==> src/rtl/pipe_ctrl_pkg.sv <==
// Shared pipeline-control definitions: controller state encoding and datapath widths.
package pipe_ctrl_pkg;

    localparam int REG_W   = 3;
    localparam int PC_W    = 12;
    localparam int INSTR_W = 19;

    localparam logic [INSTR_W-1:0] NOP = '0;

    typedef enum logic [1:0] {
        S_RUN,
        S_LU_STALL,
        S_BR_FLUSH,
        S_MEM_WAIT
    } state_t;

endpackage

==> src/rtl/load_use_detect.sv <==
// Load-use hazard compare between the load in ID/EX and the sources of the IF/ID instruction.
module load_use_detect #(
    parameter int REG_W = pipe_ctrl_pkg::REG_W
) (
    input  logic             idExMemRead,
    input  logic [REG_W-1:0] idExRd,
    input  logic [REG_W-1:0] ifIdRs1,
    input  logic [REG_W-1:0] ifIdRs2,
    input  logic             ifIdUsesRs2,
    output logic             hazard
);

    // Register 0 is hardwired to zero, so a load targeting it never creates a dependency.
    assign hazard = idExMemRead && (idExRd != '0) &&
                    ((idExRd == ifIdRs1) || (ifIdUsesRs2 && (idExRd == ifIdRs2)));

endmodule

==> src/rtl/hazard_ctrl.sv <==
// Pipeline hazard controller: load-use stalls, taken-branch flushes and instruction-fetch waits.
module hazard_ctrl #(
    parameter int LU_STALL   = 1,
    parameter int BR_PENALTY = 1,
    parameter int REG_W      = pipe_ctrl_pkg::REG_W
) (
    input  logic             clk,
    input  logic             rst,
    input  logic             idExMemRead,
    input  logic [REG_W-1:0] idExRd,
    input  logic [REG_W-1:0] ifIdRs1,
    input  logic [REG_W-1:0] ifIdRs2,
    input  logic             ifIdUsesRs2,
    input  logic             branchTaken,
    input  logic             imemReady,
    output logic             pcWriteEn,
    output logic             ifIdWriteEn,
    output logic             ifIdFlush,
    output logic             idExBubble,
    output logic [15:0]      stallCount
);
    import pipe_ctrl_pkg::*;

    localparam logic [3:0] LU_INIT = 4'(LU_STALL - 1);
    localparam logic [3:0] BR_INIT = 4'(BR_PENALTY - 1);

    state_t     state;
    state_t     nextState;
    logic [3:0] cnt;
    logic [3:0] nextCnt;
    logic       hazard;

    load_use_detect #(.REG_W(REG_W)) u_detect (
        .idExMemRead (idExMemRead),
        .idExRd      (idExRd),
        .ifIdRs1     (ifIdRs1),
        .ifIdRs2     (ifIdRs2),
        .ifIdUsesRs2 (ifIdUsesRs2),
        .hazard      (hazard)
    );

    // A taken branch wins in every state and reloads the counter; otherwise each state decides.
    always_comb begin
        nextState   = state;
        nextCnt     = cnt;
        pcWriteEn   = 1'b1;
        ifIdWriteEn = 1'b1;
        ifIdFlush   = 1'b0;
        idExBubble  = 1'b0;
        if (branchTaken) begin
            pcWriteEn   = 1'b1;
            ifIdWriteEn = 1'b0;
            ifIdFlush   = 1'b1;
            idExBubble  = 1'b1;
            if (BR_PENALTY > 1) begin
                nextState = S_BR_FLUSH;
                nextCnt   = BR_INIT;
            end else begin
                nextState = S_RUN;
                nextCnt   = 4'd0;
            end
        end else begin
            case (state)
                S_RUN: begin
                    if (hazard) begin
                        pcWriteEn   = 1'b0;
                        ifIdWriteEn = 1'b0;
                        idExBubble  = 1'b1;
                        if (LU_STALL > 1) begin
                            nextState = S_LU_STALL;
                            nextCnt   = LU_INIT;
                        end
                    end else if (!imemReady) begin
                        pcWriteEn   = 1'b0;
                        ifIdWriteEn = 1'b0;
                        ifIdFlush   = 1'b1;
                        nextState   = S_MEM_WAIT;
                    end
                end
                S_LU_STALL: begin
                    pcWriteEn   = 1'b0;
                    ifIdWriteEn = 1'b0;
                    idExBubble  = 1'b1;
                    nextCnt     = cnt - 4'd1;
                    if (cnt <= 4'd1) begin
                        nextState = S_RUN;
                        nextCnt   = 4'd0;
                    end
                end
                S_BR_FLUSH: begin
                    pcWriteEn   = imemReady;
                    ifIdWriteEn = 1'b0;
                    ifIdFlush   = 1'b1;
                    nextCnt     = cnt - 4'd1;
                    if (cnt <= 4'd1) begin
                        nextState = S_RUN;
                        nextCnt   = 4'd0;
                    end
                end
                S_MEM_WAIT: begin
                    if (imemReady) begin
                        nextState = S_RUN;
                    end else begin
                        pcWriteEn   = 1'b0;
                        ifIdWriteEn = 1'b0;
                        ifIdFlush   = 1'b1;
                    end
                end
                default: nextState = S_RUN;
            endcase
        end
        if (rst) begin
            pcWriteEn   = 1'b0;
            ifIdWriteEn = 1'b0;
            ifIdFlush   = 1'b1;
            idExBubble  = 1'b1;
        end
    end

    // Stall counter saturates rather than wrapping so long waits stay visible.
    always_ff @(posedge clk) begin
        if (rst) begin
            state      <= S_RUN;
            cnt        <= 4'd0;
            stallCount <= 16'd0;
        end else begin
            state <= nextState;
            cnt   <= nextCnt;
            if (!pcWriteEn && (stallCount != 16'hFFFF)) begin
                stallCount <= stallCount + 16'd1;
            end
        end
    end

endmodule

==> config.mk <==
export PLATFORM = sky130hd
export DESIGN_NAME = hazard_ctrl
export DESIGN_NICKNAME = d
export VERILOG_FILES = /design/src/rtl/pipe_ctrl_pkg.sv /design/src/rtl/load_use_detect.sv /design/src/rtl/hazard_ctrl.sv
export SDC_FILE = /design/constraint.sdc
export NUM_CORES = 1
export LEC_CHECK = 0
export ABC_AREA = 1
export BUFFER_PORTS_ARGS = -buffer_cell sky130_fd_sc_hd__buf_2
export CAP_MARGIN = 20
export CORE_MARGIN = 1
export CORE_UTILIZATION = 40
export DETAILED_ROUTE_END_ITERATION = 8
export GPL_TIMING_DRIVEN = 0
export PLACE_DENSITY = 0.66
export SKIP_LAST_GASP = 1
export SLEW_MARGIN = 20
export SYNTH_ARGS = -nofsm -noshare
export SYNTH_HDL_FRONTEND = slang
export SYNTH_HIERARCHICAL = 1
export SYNTH_SLANG_ARGS = --single-unit
==> constraint.sdc <==
create_clock -name clk -period 1.4 [get_ports clk]
set_input_delay 0.07 -clock clk [delete_from_list [all_inputs] [get_ports clk]]
set_output_delay 0.07 -clock clk [all_outputs]
set_load 0.005 [all_outputs]
==> impl_metrics.csv <==
group,metric,value,unit
hold_path,hold_path.class,"primary input to flip-flop",
routing,drt_iter0_markers,36,
timing,setup_viol,0,
yosys,synth_common_cells,"79 x nand2_1, 36 x nor2_1, 23 x inv_1",
place,port_buffers,34,
yosys,ys_ff_latch,17,
die,die_width,58.4,um
status,status,"finished, final reports clean",
grt,grt_remaining_overflow,0,
routing,dr.pass1.iters,4,
clocking,worstSkewPairLatency,300,ps
timing,slew_headroom,51.3,%
yosys,ys.flop_type,"dfxtp_1",
job,cap_violations,0,
clocking,clock-sinks,17,
critical_path,cp_max_fo,8,
critical_path,slowest_stage,"dfxtp_4",
timing,setup_tns,0,ps
pwr,power.density,567,mW/mm^2
grt,antenna_found_initial,0,
final_layout,areaGrowthSynthToFinish,32.6,%
yosys,synth_top_area_share,26.7,%
routing,drc,0,
die,ios,35,
critical_path,critPathCapture,"stallCount[7]",
timing,period_share,95.2,%
yosys,syn_inst,214,
grt,track_usage,20.0,%
final_layout,drive_gt1_share,35.1,%
yosys,synth_edf_count,0,
clocking,cts_buffer_depth,2,
die,start_util,42.0,%
die,coreArea,0.00303,mm^2
timing,rsz0062_at_grt,"true",
critical_path,arrival,1500,ps
yosys,syn_area,0.00127,mm^2
yosys,synthMuxAreaShare,0,%
yosys,ys.warnings.count,6,
yosys,synthAdderAreaFrac,0.983,%
timing,drv_slew,0,
critical_path,crit_required,1570,ps
die,core.rowCount,20,
clocking,cts_tree,"yes",
routing,avgRoutedWirePerCell,10.6,um
critical_path,cpLargestDelayFamily,"simple AND/OR/NAND/NOR gates",
yosys,async_flop_share,0,%
critical_path,cp_cell_sequence,"ha_4 > nand3_4 > nor3_4 > nand2_4 > buf_6 > nand3_1 > a21oi_2",
final_layout,diodes,0,
pwr,vdd_ir_drop_max,0.000301,V
critical_path,r2r-start,"stallCount[1]",
timing,hold-worst-slack,195,ps
timing,tightest_slew,731,ps
grt,grt_pass1_vias,1226,
routing,vias,1445,
die,dieHeight,58.4,um
yosys,avgSynthCellArea,5.95,um^2
critical_path,end_kind,"flip-flop",
grt,grt_start_max_net_pins,13,
yosys,synth-compound-area-share,9.93,%
routing,drt.antenna.violating_nets,0,
clocking,cts_inserted_buffers,3,
critical_path,crit_type,"flip-flop to flip-flop",
pwr,leakage,0.778,nW
grt,grt_first_pass_wirelength,5260,um
yosys,synthXorXnorAreaFrac,3.44,%
clocking,worst_setup_hold_path_clk_slew,100,ps
yosys,synth_top_area_cell,"dfxtp_1",
timing,max_freq,750,MHz
yosys,synth_top_family_by_area,"simple AND/OR/NAND/NOR gates",
critical_path,crit_buf_inv,1,
final_layout,fin_nets,276,
routing,avgViaCountPerCell,4.77,
critical_path,crit_cells,7,
critical_path,cpPeakStageDelay,390,ps
timing,hold_violations,0,
clocking,htreeDepth,1,
critical_path,r2r_cells,7,
place,place_congestion,0.827,
timing,fin_crit,1330,ps
yosys,synth_fp_nets,230,
yosys,synthSimpleGateAreaFrac,50.0,%
timing,clock_skew,2.61,ps
clocking,cts_root_buf,"clkbuf_4",
die,dieArea,0.00341,mm^2
yosys,synth.area.top_cells,"dfxtp_1 27%, nand2_1 23%, nor2_1 11%, inv_1 6.8%, a21oi_2 6.2%",
critical_path,cp-startpoint,"stallCount[1]",
yosys,seq_area_frac_synth,26.7,%
critical_path,r2r-end,"stallCount[7]",
routing,postRouteWirelength,3210,um
yosys,yosysMostFrequentCell,"nand2_1",
critical_path,rrSetupSlack,70,ps
place,pre_cts_ws,-279,ps
critical_path,start_kind,"flip-flop",
timing,timing.final.ws_setup,66.9,ps
yosys,ys_types,25,
hold_path,hold_depth,4,
place,dpl.hpwl,2370,um
-- worst min path at each step --
stage | start | end | slack (ps)
after floorplan | rst | state[0] | 150
after global placement | branchTaken | state[0] | 270
after detailed placement | branchTaken | state[0] | 280
after CTS | rst | stallCount[14] | 160
after global routing | rst | stallCount[13] | 220
final | rst | stallCount[14] | 200
-- metrics by stage --
stage	cells	util [%]	area, um^2	power (mW)
2_1_floorplan	214	-	1290	0.608
3_3_place_gp	292	49.9	1510	0.669
3_5_place_dp	292	49.9	1510	0.675
4_1_cts	300	53.0	1600	0.959
5_1_grt	303	55.7	1690	1.01
6_report	303	55.7	1690	0.957
-- power breakdown --
group          leakage (nW)  switching [mW]  internal (mW)  total [mW]
clock                0.0150           0.167          0.111       0.279
sequential            0.146          0.0122          0.488       0.501
combinational         0.617           0.100         0.0776       0.178
total                 0.778           0.280          0.677       0.957
-- cell type report --
cell class | count | area, um^2
tap | 44 | 55.1
clock buffer | 4 | 26.3
sequential | 17 | 372
timing repair buffer | 42 | 239
buffer | 2 | 11.3
inverter | 25 | 93.8
multi-input combinational | 169 | 891
fill | 339 | 1340
-- sequential cells by signal, indices dropped and copies added (netlist names) --
name        count
stallCount     16
state           1
-- metal layers --
metal  GRT usage [%]  wire (um)  up-vias
met4            6.12         41        0
met1            26.7       1530      649
met5               0          0        -
met3            3.30        132        5
li1                -          -      759
met2            33.3       1510       32
-- kinds of logic after synthesis --
| kind of cell | count (synthesis) |
|---|---|
| AOI/OAI and AO/OA | 18 |
| xor gates and xnor gates | 5 |
| adders and majority gates | 1 |
| buffers and inverters | 28 |
| DFF | 17 |
| and+or+nand+nor | 145 |
-- worst register-to-register path: cells and delay by family (launching register included) --
kind | cells | cell delay [ps]
AND/OR/NAND/NOR | 4 | 450
flip-flops | 1 | 390
adder cells (fa/ha/maj) | 1 | 160
buffers and inverters | 1 | 150
AO/OA/AOI/OAI | 1 | 50
-- placed cells by master (no fill, tap or decap), types with 4 or more instances in the layout --
cell type / synthesis / routed
a21oi_2: 9 / 10
nor2_2: 3 / 5
nor2_4: 1 / 4
buf_4: 0 / 6
nand2_2: 3 / 5
nand3_1: 11 / 11
o21ai_0: 4 / 4
dfxtp_4: 0 / 5
nand4_1: 5 / 5
nand2_1: 79 / 76
nor2_1: 36 / 31
buf_2: 1 / 34
inv_1: 23 / 23
dfxtp_2: 0 / 10
-- timing repair --
action / 4_1_cts / 5_1_grt
endpoints found under the hold margin: 1 / 0
endpoints found under the setup margin: 16 / 17
setup buffers: 3 / 3
pin swaps: 3 / 6
hold buffers: 2 / 0
gates resized for setup: 12 / 25
Power figures use the tool's default switching activity.
